--- src/rtl/wbuf_read_sched.sv ---
// rtl/wbuf_read_sched.sv - read scheduler for the 6-bank dual-port weight buffer
//
// Purpose: turns up to N_LANE block-stream read commands into per-lane WBUF
// bank/address/enable/port selects. When several lanes hit the same bank, it
// arbitrates round-robin with at most two grants per bank (port A, then port B).
// It returns per-lane read-valid/last tags aligned with the 1-cycle WBUF data.
//
// Ports:
//   i_clk, i_rst_n    clock, synchronous active-low reset
//   i_cmd_valid       per-lane command valid
//   o_cmd_ready       per-lane idle / command accept
//   i_cmd_bank/addr   per-lane start position (flattened, lane j at j*W)
//   i_cmd_len         per-lane number of blocks (0 = no reads)
//   i_stall           suppresses all new grants
//   o_bank_sel/addr_sel/en_sel/port_sel  registered WBUF selects (port 1 = B)
//   o_rd_valid/rd_last   en_sel and last tag delayed one more cycle
//   o_cmd_err         one-cycle pulse after accepting an out-of-range command
module wbuf_read_sched #(
  parameter int N_LANE = 4,
  parameter int N_BANK = 6,
  parameter int DEPTH  = 11,
  parameter int ADDR_W = $clog2(DEPTH),
  parameter int BANK_W = $clog2(N_BANK),
  parameter int LEN_W  = $clog2(N_BANK*DEPTH+1)
) (
  input  logic                     i_clk,
  input  logic                     i_rst_n,
  input  logic [N_LANE-1:0]        i_cmd_valid,
  output logic [N_LANE-1:0]        o_cmd_ready,
  input  logic [N_LANE*BANK_W-1:0] i_cmd_bank,
  input  logic [N_LANE*ADDR_W-1:0] i_cmd_addr,
  input  logic [N_LANE*LEN_W-1:0]  i_cmd_len,
  input  logic                     i_stall,
  output logic [N_LANE*BANK_W-1:0] o_bank_sel,
  output logic [N_LANE*ADDR_W-1:0] o_addr_sel,
  output logic [N_LANE-1:0]        o_en_sel,
  output logic [N_LANE-1:0]        o_port_sel,
  output logic [N_LANE-1:0]        o_rd_valid,
  output logic [N_LANE-1:0]        o_rd_last,
  output logic [N_LANE-1:0]        o_cmd_err
);

  localparam int PTR_W = $clog2(N_LANE);
  localparam logic [BANK_W-1:0] LAST_BANK = BANK_W'(N_BANK - 1);
  localparam logic [ADDR_W-1:0] LAST_ADDR = ADDR_W'(DEPTH - 1);

  typedef enum logic {S_IDLE = 1'b0, S_RUN = 1'b1} state_t;

  state_t            r_state     [N_LANE];
  state_t            w_state_nxt [N_LANE];
  logic [BANK_W-1:0] r_cur_bank  [N_LANE];
  logic [ADDR_W-1:0] r_cur_addr  [N_LANE];
  logic [LEN_W-1:0]  r_rem       [N_LANE];
  logic [PTR_W-1:0]  r_rr_ptr;

  logic [BANK_W-1:0] w_ld_bank [N_LANE];
  logic [ADDR_W-1:0] w_ld_addr [N_LANE];
  logic [LEN_W-1:0]  w_ld_len  [N_LANE];
  logic [N_LANE-1:0] w_bad;
  logic [N_LANE-1:0] w_accept;
  logic [N_LANE-1:0] w_last;
  logic [N_LANE-1:0] w_grant;
  logic [N_LANE-1:0] w_port;
  logic [1:0]        w_bank_cnt [N_BANK];
  logic [PTR_W-1:0]  w_lane;

  logic [N_LANE*BANK_W-1:0] r_bank_sel;
  logic [N_LANE*ADDR_W-1:0] r_addr_sel;
  logic [N_LANE-1:0]        r_en_sel;
  logic [N_LANE-1:0]        r_port_sel;
  logic [N_LANE-1:0]        r_last_tag;
  logic [N_LANE-1:0]        r_rd_valid;
  logic [N_LANE-1:0]        r_rd_last;
  logic [N_LANE-1:0]        r_cmd_err;

  // Command field unpack; out-of-range fields load as 0 independently.
  always_comb begin
    for (int j = 0; j < N_LANE; j++) begin
      w_ld_bank[j] = i_cmd_bank[j*BANK_W +: BANK_W];
      w_ld_addr[j] = i_cmd_addr[j*ADDR_W +: ADDR_W];
      w_ld_len[j]  = i_cmd_len[j*LEN_W +: LEN_W];
      w_bad[j]     = (w_ld_bank[j] > LAST_BANK) || (w_ld_addr[j] > LAST_ADDR);
      if (w_ld_bank[j] > LAST_BANK) w_ld_bank[j] = '0;
      if (w_ld_addr[j] > LAST_ADDR) w_ld_addr[j] = '0;
    end
  end

  // Round-robin arbitration: walk lanes from r_rr_ptr and hand out at most two
  // grants per bank; the running per-bank count doubles as the port select.
  always_comb begin
    w_grant = '0;
    w_port  = '0;
    w_lane  = '0;
    for (int b = 0; b < N_BANK; b++) w_bank_cnt[b] = 2'd0;
    for (int k = 0; k < N_LANE; k++) begin
      w_lane = r_rr_ptr + PTR_W'(k);
      if (!i_stall && (r_state[w_lane] == S_RUN) &&
          (w_bank_cnt[r_cur_bank[w_lane]] != 2'd2)) begin
        w_grant[w_lane] = 1'b1;
        w_port[w_lane]  = w_bank_cnt[r_cur_bank[w_lane]][0];
        w_bank_cnt[r_cur_bank[w_lane]] = w_bank_cnt[r_cur_bank[w_lane]] + 2'd1;
      end
    end
  end

  // Per-lane FSM next state.
  always_comb begin
    for (int j = 0; j < N_LANE; j++) begin
      w_state_nxt[j] = r_state[j];
      w_accept[j]    = 1'b0;
      w_last[j]      = 1'b0;
      case (r_state[j])
        S_IDLE: begin
          if (i_cmd_valid[j]) begin
            w_accept[j] = 1'b1;
            // A zero-length command is consumed without ever running.
            if (w_ld_len[j] != '0) w_state_nxt[j] = S_RUN;
          end
        end
        S_RUN: begin
          if (w_grant[j] && (r_rem[j] == LEN_W'(1))) begin
            w_last[j]      = 1'b1;
            w_state_nxt[j] = S_IDLE;
          end
        end
        default: w_state_nxt[j] = S_IDLE;
      endcase
    end
  end

  always_ff @(posedge i_clk) begin
    if (!i_rst_n) begin
      for (int j = 0; j < N_LANE; j++) begin
        r_state[j]    <= S_IDLE;
        r_cur_bank[j] <= '0;
        r_cur_addr[j] <= '0;
        r_rem[j]      <= '0;
      end
      r_rr_ptr   <= '0;
      r_bank_sel <= '0;
      r_addr_sel <= '0;
      r_en_sel   <= '0;
      r_port_sel <= '0;
      r_last_tag <= '0;
      r_rd_valid <= '0;
      r_rd_last  <= '0;
      r_cmd_err  <= '0;
    end else begin
      for (int j = 0; j < N_LANE; j++) begin
        r_state[j] <= w_state_nxt[j];
        if (w_accept[j]) begin
          r_cur_bank[j] <= w_ld_bank[j];
          r_cur_addr[j] <= w_ld_addr[j];
          r_rem[j]      <= w_ld_len[j];
        end else if (w_grant[j]) begin
          // Linear block order: bank is the fast index, address the slow one.
          if (r_cur_bank[j] == LAST_BANK) begin
            r_cur_bank[j] <= '0;
            r_cur_addr[j] <= (r_cur_addr[j] == LAST_ADDR) ? '0 : r_cur_addr[j] + ADDR_W'(1);
          end else begin
            r_cur_bank[j] <= r_cur_bank[j] + BANK_W'(1);
          end
          r_rem[j] <= r_rem[j] - LEN_W'(1);
        end
        r_bank_sel[j*BANK_W +: BANK_W] <= w_grant[j] ? r_cur_bank[j] : '0;
        r_addr_sel[j*ADDR_W +: ADDR_W] <= w_grant[j] ? r_cur_addr[j] : '0;
      end
      r_cmd_err  <= w_accept & w_bad;
      r_en_sel   <= w_grant;
      r_port_sel <= w_port;
      r_last_tag <= w_last;
      r_rd_valid <= r_en_sel;
      r_rd_last  <= r_last_tag;
      if (|w_grant) r_rr_ptr <= r_rr_ptr + PTR_W'(1);
    end
  end

  always_comb begin
    for (int j = 0; j < N_LANE; j++) o_cmd_ready[j] = (r_state[j] == S_IDLE);
  end

  assign o_bank_sel = r_bank_sel;
  assign o_addr_sel = r_addr_sel;
  assign o_en_sel   = r_en_sel;
  assign o_port_sel = r_port_sel;
  assign o_rd_valid = r_rd_valid;
  assign o_rd_last  = r_rd_last;
  assign o_cmd_err  = r_cmd_err;

endmodule
--- config.mk ---
export PLATFORM = sky130hd
export DESIGN_NAME = wbuf_read_sched
export DESIGN_NICKNAME = d
export VERILOG_FILES = /design/src/rtl/wbuf_read_sched.sv
export SDC_FILE = /design/constraint.sdc
export NUM_CORES = 1
export LEC_CHECK = 0
export ABC_CLOCK_PERIOD_IN_PS = 6500
export CAP_MARGIN = 20
export CELL_PAD_IN_SITES_DETAIL_PLACEMENT = 0
export CELL_PAD_IN_SITES_GLOBAL_PLACEMENT = 1
export CORE_MARGIN = 2
export CORE_UTILIZATION = 42
export CTS_CLUSTER_DIAMETER = 80
export CTS_CLUSTER_SIZE = 16
export DETAILED_ROUTE_END_ITERATION = 10
export GPL_TIMING_DRIVEN = 0
export HOLD_SLACK_MARGIN = 0.03
export PLACE_DENSITY = 0.85
export SYNTH_ARGS = -nofsm -noshare
export SYNTH_HDL_FRONTEND = slang
export SYNTH_SLANG_ARGS = --single-unit
--- constraint.sdc ---
create_clock -name i_clk -period 6.5 [get_ports i_clk]
set_input_delay 1.3 -clock i_clk [delete_from_list [all_inputs] [get_ports i_clk]]
set_output_delay 1.3 -clock i_clk [all_outputs]
set_load 0.005 [all_outputs]
# Word-level counts from Yosys, hierarchy flattened
# Memory sizes are Yosys's and may differ from the RTL's. A register that Yosys moved wholly into a read port is not among the register bits.
# Index checks and enable logic that the tools add are counted.
# totals
latchBits	0
register_bits	54
ramBits	60
out_inout_bits	52
n_memories	5
in_bits	63
mem_bits_ro	16
elab_cells	350
# memory_table
memory	words	word_bits	read_ports	rd_ports_with_merged_regs	write_ports	line_no	source
r_rem	4	7	4	0	4	53	logic [LEN_W-1:0] r_rem [N_LANE];
(no name shown)	8	2	1	0	0	101	w_bank_cnt[r_cur_bank[w_lane]] = w_bank_cnt[r_cur_bank[w_lane]] + 2'd1;
r_cur_addr	4	4	4	0	4	52	logic [ADDR_W-1:0] r_cur_addr [N_LANE];
r_cur_bank	4	3	8	1	4	51	logic [BANK_W-1:0] r_cur_bank [N_LANE];
r_state	4	1	8	1	4	49	state_t r_state [N_LANE];
# classes
n_reduce_logical	37
n_div	0
n_lt_le_gt_ge	23
add_sub_neg	18
n_eq_ne	16
n_mul	0
n_mux	187
shift	0
bitwise	46
# op_table
operator	n
$mux 1	102
$mux 4	24
$mux 7	8
$mux 3	16
$mux 12	3
$or 1x1->1	32
$mux 2	15
$eq 7x1->1 const B	4
$reduce_bool 7->1	4
$sub 7x1->7 const B	4
$bwmux 12	2
$logic_and 1x1->1	19
$bmux 2 s3	3
$demux 2 s3	3
$add 4x1->4 const B	4
$eq 4x4->1 const B	4
$ge 4x4->1 const B	4
$gt 4x4->1 const B	4
$not 3->4	4
$reduce_and 2->1	8
$add 3x1->3 const B	4
$and 12x12->12	1
$bwmux 4	3
$eq 3x3->1 const B	4
15 further kinds	48

# Longest topological paths before layout
# depth
depth_word	31
mapped_depth	26
mapped_depth_nobuf	20

# Worst setup path after synthesis
# OpenSTA, ideal clock, no wires.
# synth_timing
kind	flip-flop to flip-flop
start	reg r_rr_ptr[0]
end	mem r_rem[1][0] (netlist name) (enable)
synth_period_minus_slack_ns	5.955
arrival_ns	5.677
n_path_buf	6
stages_incl_launch_ff	27
path_slack_ns	0.545
path_cell_list	dfxtp_1 buf_6 buf_12 inv_1 ha_1 buf_2 or2_1 o22a_1 or4_4 or3_1 nand4_1 nand2_1 nor3_1 ha_1 nor2_1 and2_1 clkbuf_1 nand3_1 nor4b_2 o22ai_1 or4_4 a32oi_4 o22ai_4 a21o_1 buf_6 buf_6 or2_1
# synth_lines
item	line_no	source
start, declared	54	logic [PTR_W-1:0] r_rr_ptr;
start signal, assigned	174	if (|w_grant) r_rr_ptr <= r_rr_ptr + PTR_W'(1);
end, declared	53	

==> flow_summary.ini <==
[synthesis]
netlist_instances = 723
synth-xor-area-share_pct = 4.28
synth_seq_area_share_pct = 40.8
synth-compound-area-share_pct = 17.2
synth_fa_ha_area_share_pct = 4.42
synth-simple-area-share_pct = 22.1
ys_ff_latch = 116
synthArstFlopShare_pct = 0
synth_warnings = 0
syn_area_um2 = 7070
yosysMostFrequentCell = nand2_1
yosysTopAreaCell = edfxtp_1
avgSynthCellArea_um2 = 9.78
synthTopCellsByArea = edfxtp_1 (24%), dfxtp_1 (17%), nand2_1 (4.5%)
synth.distinct_cells = 71
synth_mux_area_share_pct = 6.37
yosys_most_used_dff = dfxtp_1
synth_edf_count = 56
synth_top_family_by_area = simple AND/OR/NAND/NOR gates
synth_common_cells = nand2_1 (85), dfxtp_1 (60), edfxtp_1 (56)
syn_nets = 811
yosysTopAreaCellShare_pct = 23.8

[timing]
tightest_slew_ns = 0.838
worst_slack_ns = 0.262
report.final.slew_viol_count = 0
period_minus_slack_ns = 6.24
layout_worst_path_cycle_share_pct = 96.0
holdWs_ns = 0.440
slew_headroom_pct = 44.1
hold_violations = 0
setup-violations-final = 0
clock.fmax_mhz = 160
rsz0062_at_grt = yes
fin_skew_ns = 0.00783

[route]
post-route-drc-count = 0
first_pass_iters = 6
ant_nets = 0
routedWlPerCell_um = 17.9
num_vias = 6314
first_iter_violations = 372
drt-vias-per-instance = 5.78
wl_mm = 19.6

[clock_tree]
clock_path_buffers = 2
htreeDepth = 4
cts.reportedPaths.clkPinSlew_ns = 0.05
clock_latency_ns = 0.42
cts.sink_count = 116
tritoncts = built
ctsHoldBuffers = 0
cts-root-buf = clkbuf_16
cts_buffers = 17

[floorplan]
core_area_um2 = 16500
die_height_um = 134
die-area_um2 = 17900
io-pin-count = 115
die_w_um = 134
rows = 47
initial_core_util_pct = 42.8

[placed_design]
port_buffers = 114
gp_congestion = 0.901
place_ws_ns = -0.915
hpwl_mm = 14.6
dp_cells = 1057
dpl-instance-area_um2 = 8490

[grt]
antenna_found_initial = 0
grt_max_degree = 17
grt_pass1_vias = 6181
grt_pass1_wl_mm = 31.5
grtUsageTotal_pct = 22.3
grt-ovfl-total = 0

[power_and_ir_drop]
ir_worst_vdd_mv = 0.204
power_mw = 3.64
powerDensity_nw_per_um2 = 398
cellLeakagePower_nw = 3.48

[setup_path]
r2r-end = r_rem[1][5]
worst-endpoint-required_ns = 6.67
critical-path-slowest-cell = or4_4
path_depth = 25
r2r-start = r_rr_ptr[0]
reg2reg_slack_ns = 0.26
critPathLaunchType = flop
r2r.worst_path.cells = 25
end_kind = flop
path_class = reg2reg
crit_top_cell = buf_6
cp_top_family = simple AND/OR/NAND/NOR gates
cp_max_fo = 10
crit_path_max_incr_delay_ns = 0.60
arrival_ns = 6.41
cp_num_buf_inv = 6

[final_layout]
fillCellCount = 1449
nets = 947
fin_cells = 1092
drive_above_1_share_pct = 10.9
design_area_um2 = 9140
area_growth_pct = 29.3
n_antenna_cell = 0

[hold_path]
hold_depth = 1
hp-class = reg2reg
min_from = r_last_tag[2]
min_to = o_rd_last[2]

[status]
status = completed

[flow_run]
cap_viol_max_count = 0
## cell type report
class                           count  area (um^2)  share of cell area (%)
Clock buffer                       19          443                    4.84
Clock inverter                     13          134                    1.46
Sequential cell                   116         2880                    31.5
Timing Repair Buffer              118         1170                    12.8
Inverter                           38          143                    1.56
Buffer                             31          194                    2.12
Multi-Input combinational cell    537         3900                    42.6
Tap cell                          220          275                    3.01
## placed cells by master, fill, tap and decap left out, types with 15 or more instances in the layout
cell type,Yosys,final
and2_1,26,25
xnor2_1,18,18
a32o_1,24,24
clkdlybuf4s50_1,0,113
nor3_1,33,31
nand3_1,16,15
nand2_1,85,85
o21ai_0,19,17
inv_1,38,38
a21oi_1,18,18
edfxtp_1,56,56
nor2_1,37,36
clkbuf_16,0,17
ha_1,25,25
clkbuf_1,17,16
and3_1,30,30
dfxtp_1,60,59
## worst max-delay path by stage
stage / start / end / slack (ns)
final: r_rr_ptr[0] / r_rem[1][5] / 0.26
after global routing: r_rr_ptr[0] / r_cur_addr[3][1] / -0.05
after CTS: r_rr_ptr[0] / r_rem[1][3] / 0.04
after detailed placement: i_stall / r_rem[1][3] / -0.92
after global placement: i_stall / r_rem[1][3] / -0.86
after floorplan: r_rr_ptr[0] / r_rem[1][0] / 0.54
## where the power goes
part	switching, mW	internal [mW]
combinational	0.973	0.718
sequential	0.124	0.913
clock	0.341	0.570
total	1.44	2.20
## cell families after synthesis
logic type,after synthesis
adder cells (fa/ha/maj),25
multiplexers,27
XOR/XNOR,33
AO/OA/AOI/OAI,153
AND/OR/NAND/NOR,299
buffers and inverters,70
flip-flops,116
## routing by layer
metal | wire length [um] | up-vias | part of all wire [%] | GRT usage, %
met3 | 1270 | 40 | 6.5 | 4.53
met5 | 0 | - | 0 | 0
li1 | - | 2985 | - | -
met1 | 8240 | 3043 | 42 | 28.6
met4 | 468 | 0 | 2.4 | 8.69
met2 | 9580 | 246 | 49 | 37.2
## registers in the layout, indices dropped and copies added, names as in the netlist, named ones only
| name | flops |
|---|---|
| r_rr_ptr | 2 |
| o_port_sel | 4 |
| o_bank_sel | 12 |
| o_addr_sel | 16 |
| r_last_tag | 4 |
| o_en_sel | 4 |
| r_state | 4 |
| r_cur_bank | 12 |
| o_cmd_err | 4 |
| r_rem | 28 |
| o_rd_last | 4 |
| o_rd_valid | 4 |
| r_cur_addr | 16 |
## metrics by stage
step	utilization, %	TNS, ns
final	55.3	0
after global placement	51.4	-94.33
after CTS	55.0	0
after detailed placement	51.4	-102.10
after floorplan	-	0
after global routing	55.3	-0.633
## what timing repair did
action,4_1_cts,5_1_grt
setup endpoints to repair,148,129
gates resized for setup,7,10
buffers inserted,0,4
pin swaps,0,2
## worst register-to-register path, delay by kind of cell, from the launching register on
kind / cells / cell delay [ns]
AO/OA/AOI/OAI: 5 / 0.96
flip-flops: 1 / 0.38
AND/OR/NAND/NOR: 12 / 3.19
buffers and inverters: 6 / 0.92
adder cells (fa/ha/maj): 2 / 0.54
(Power assumes the default switching activity.)
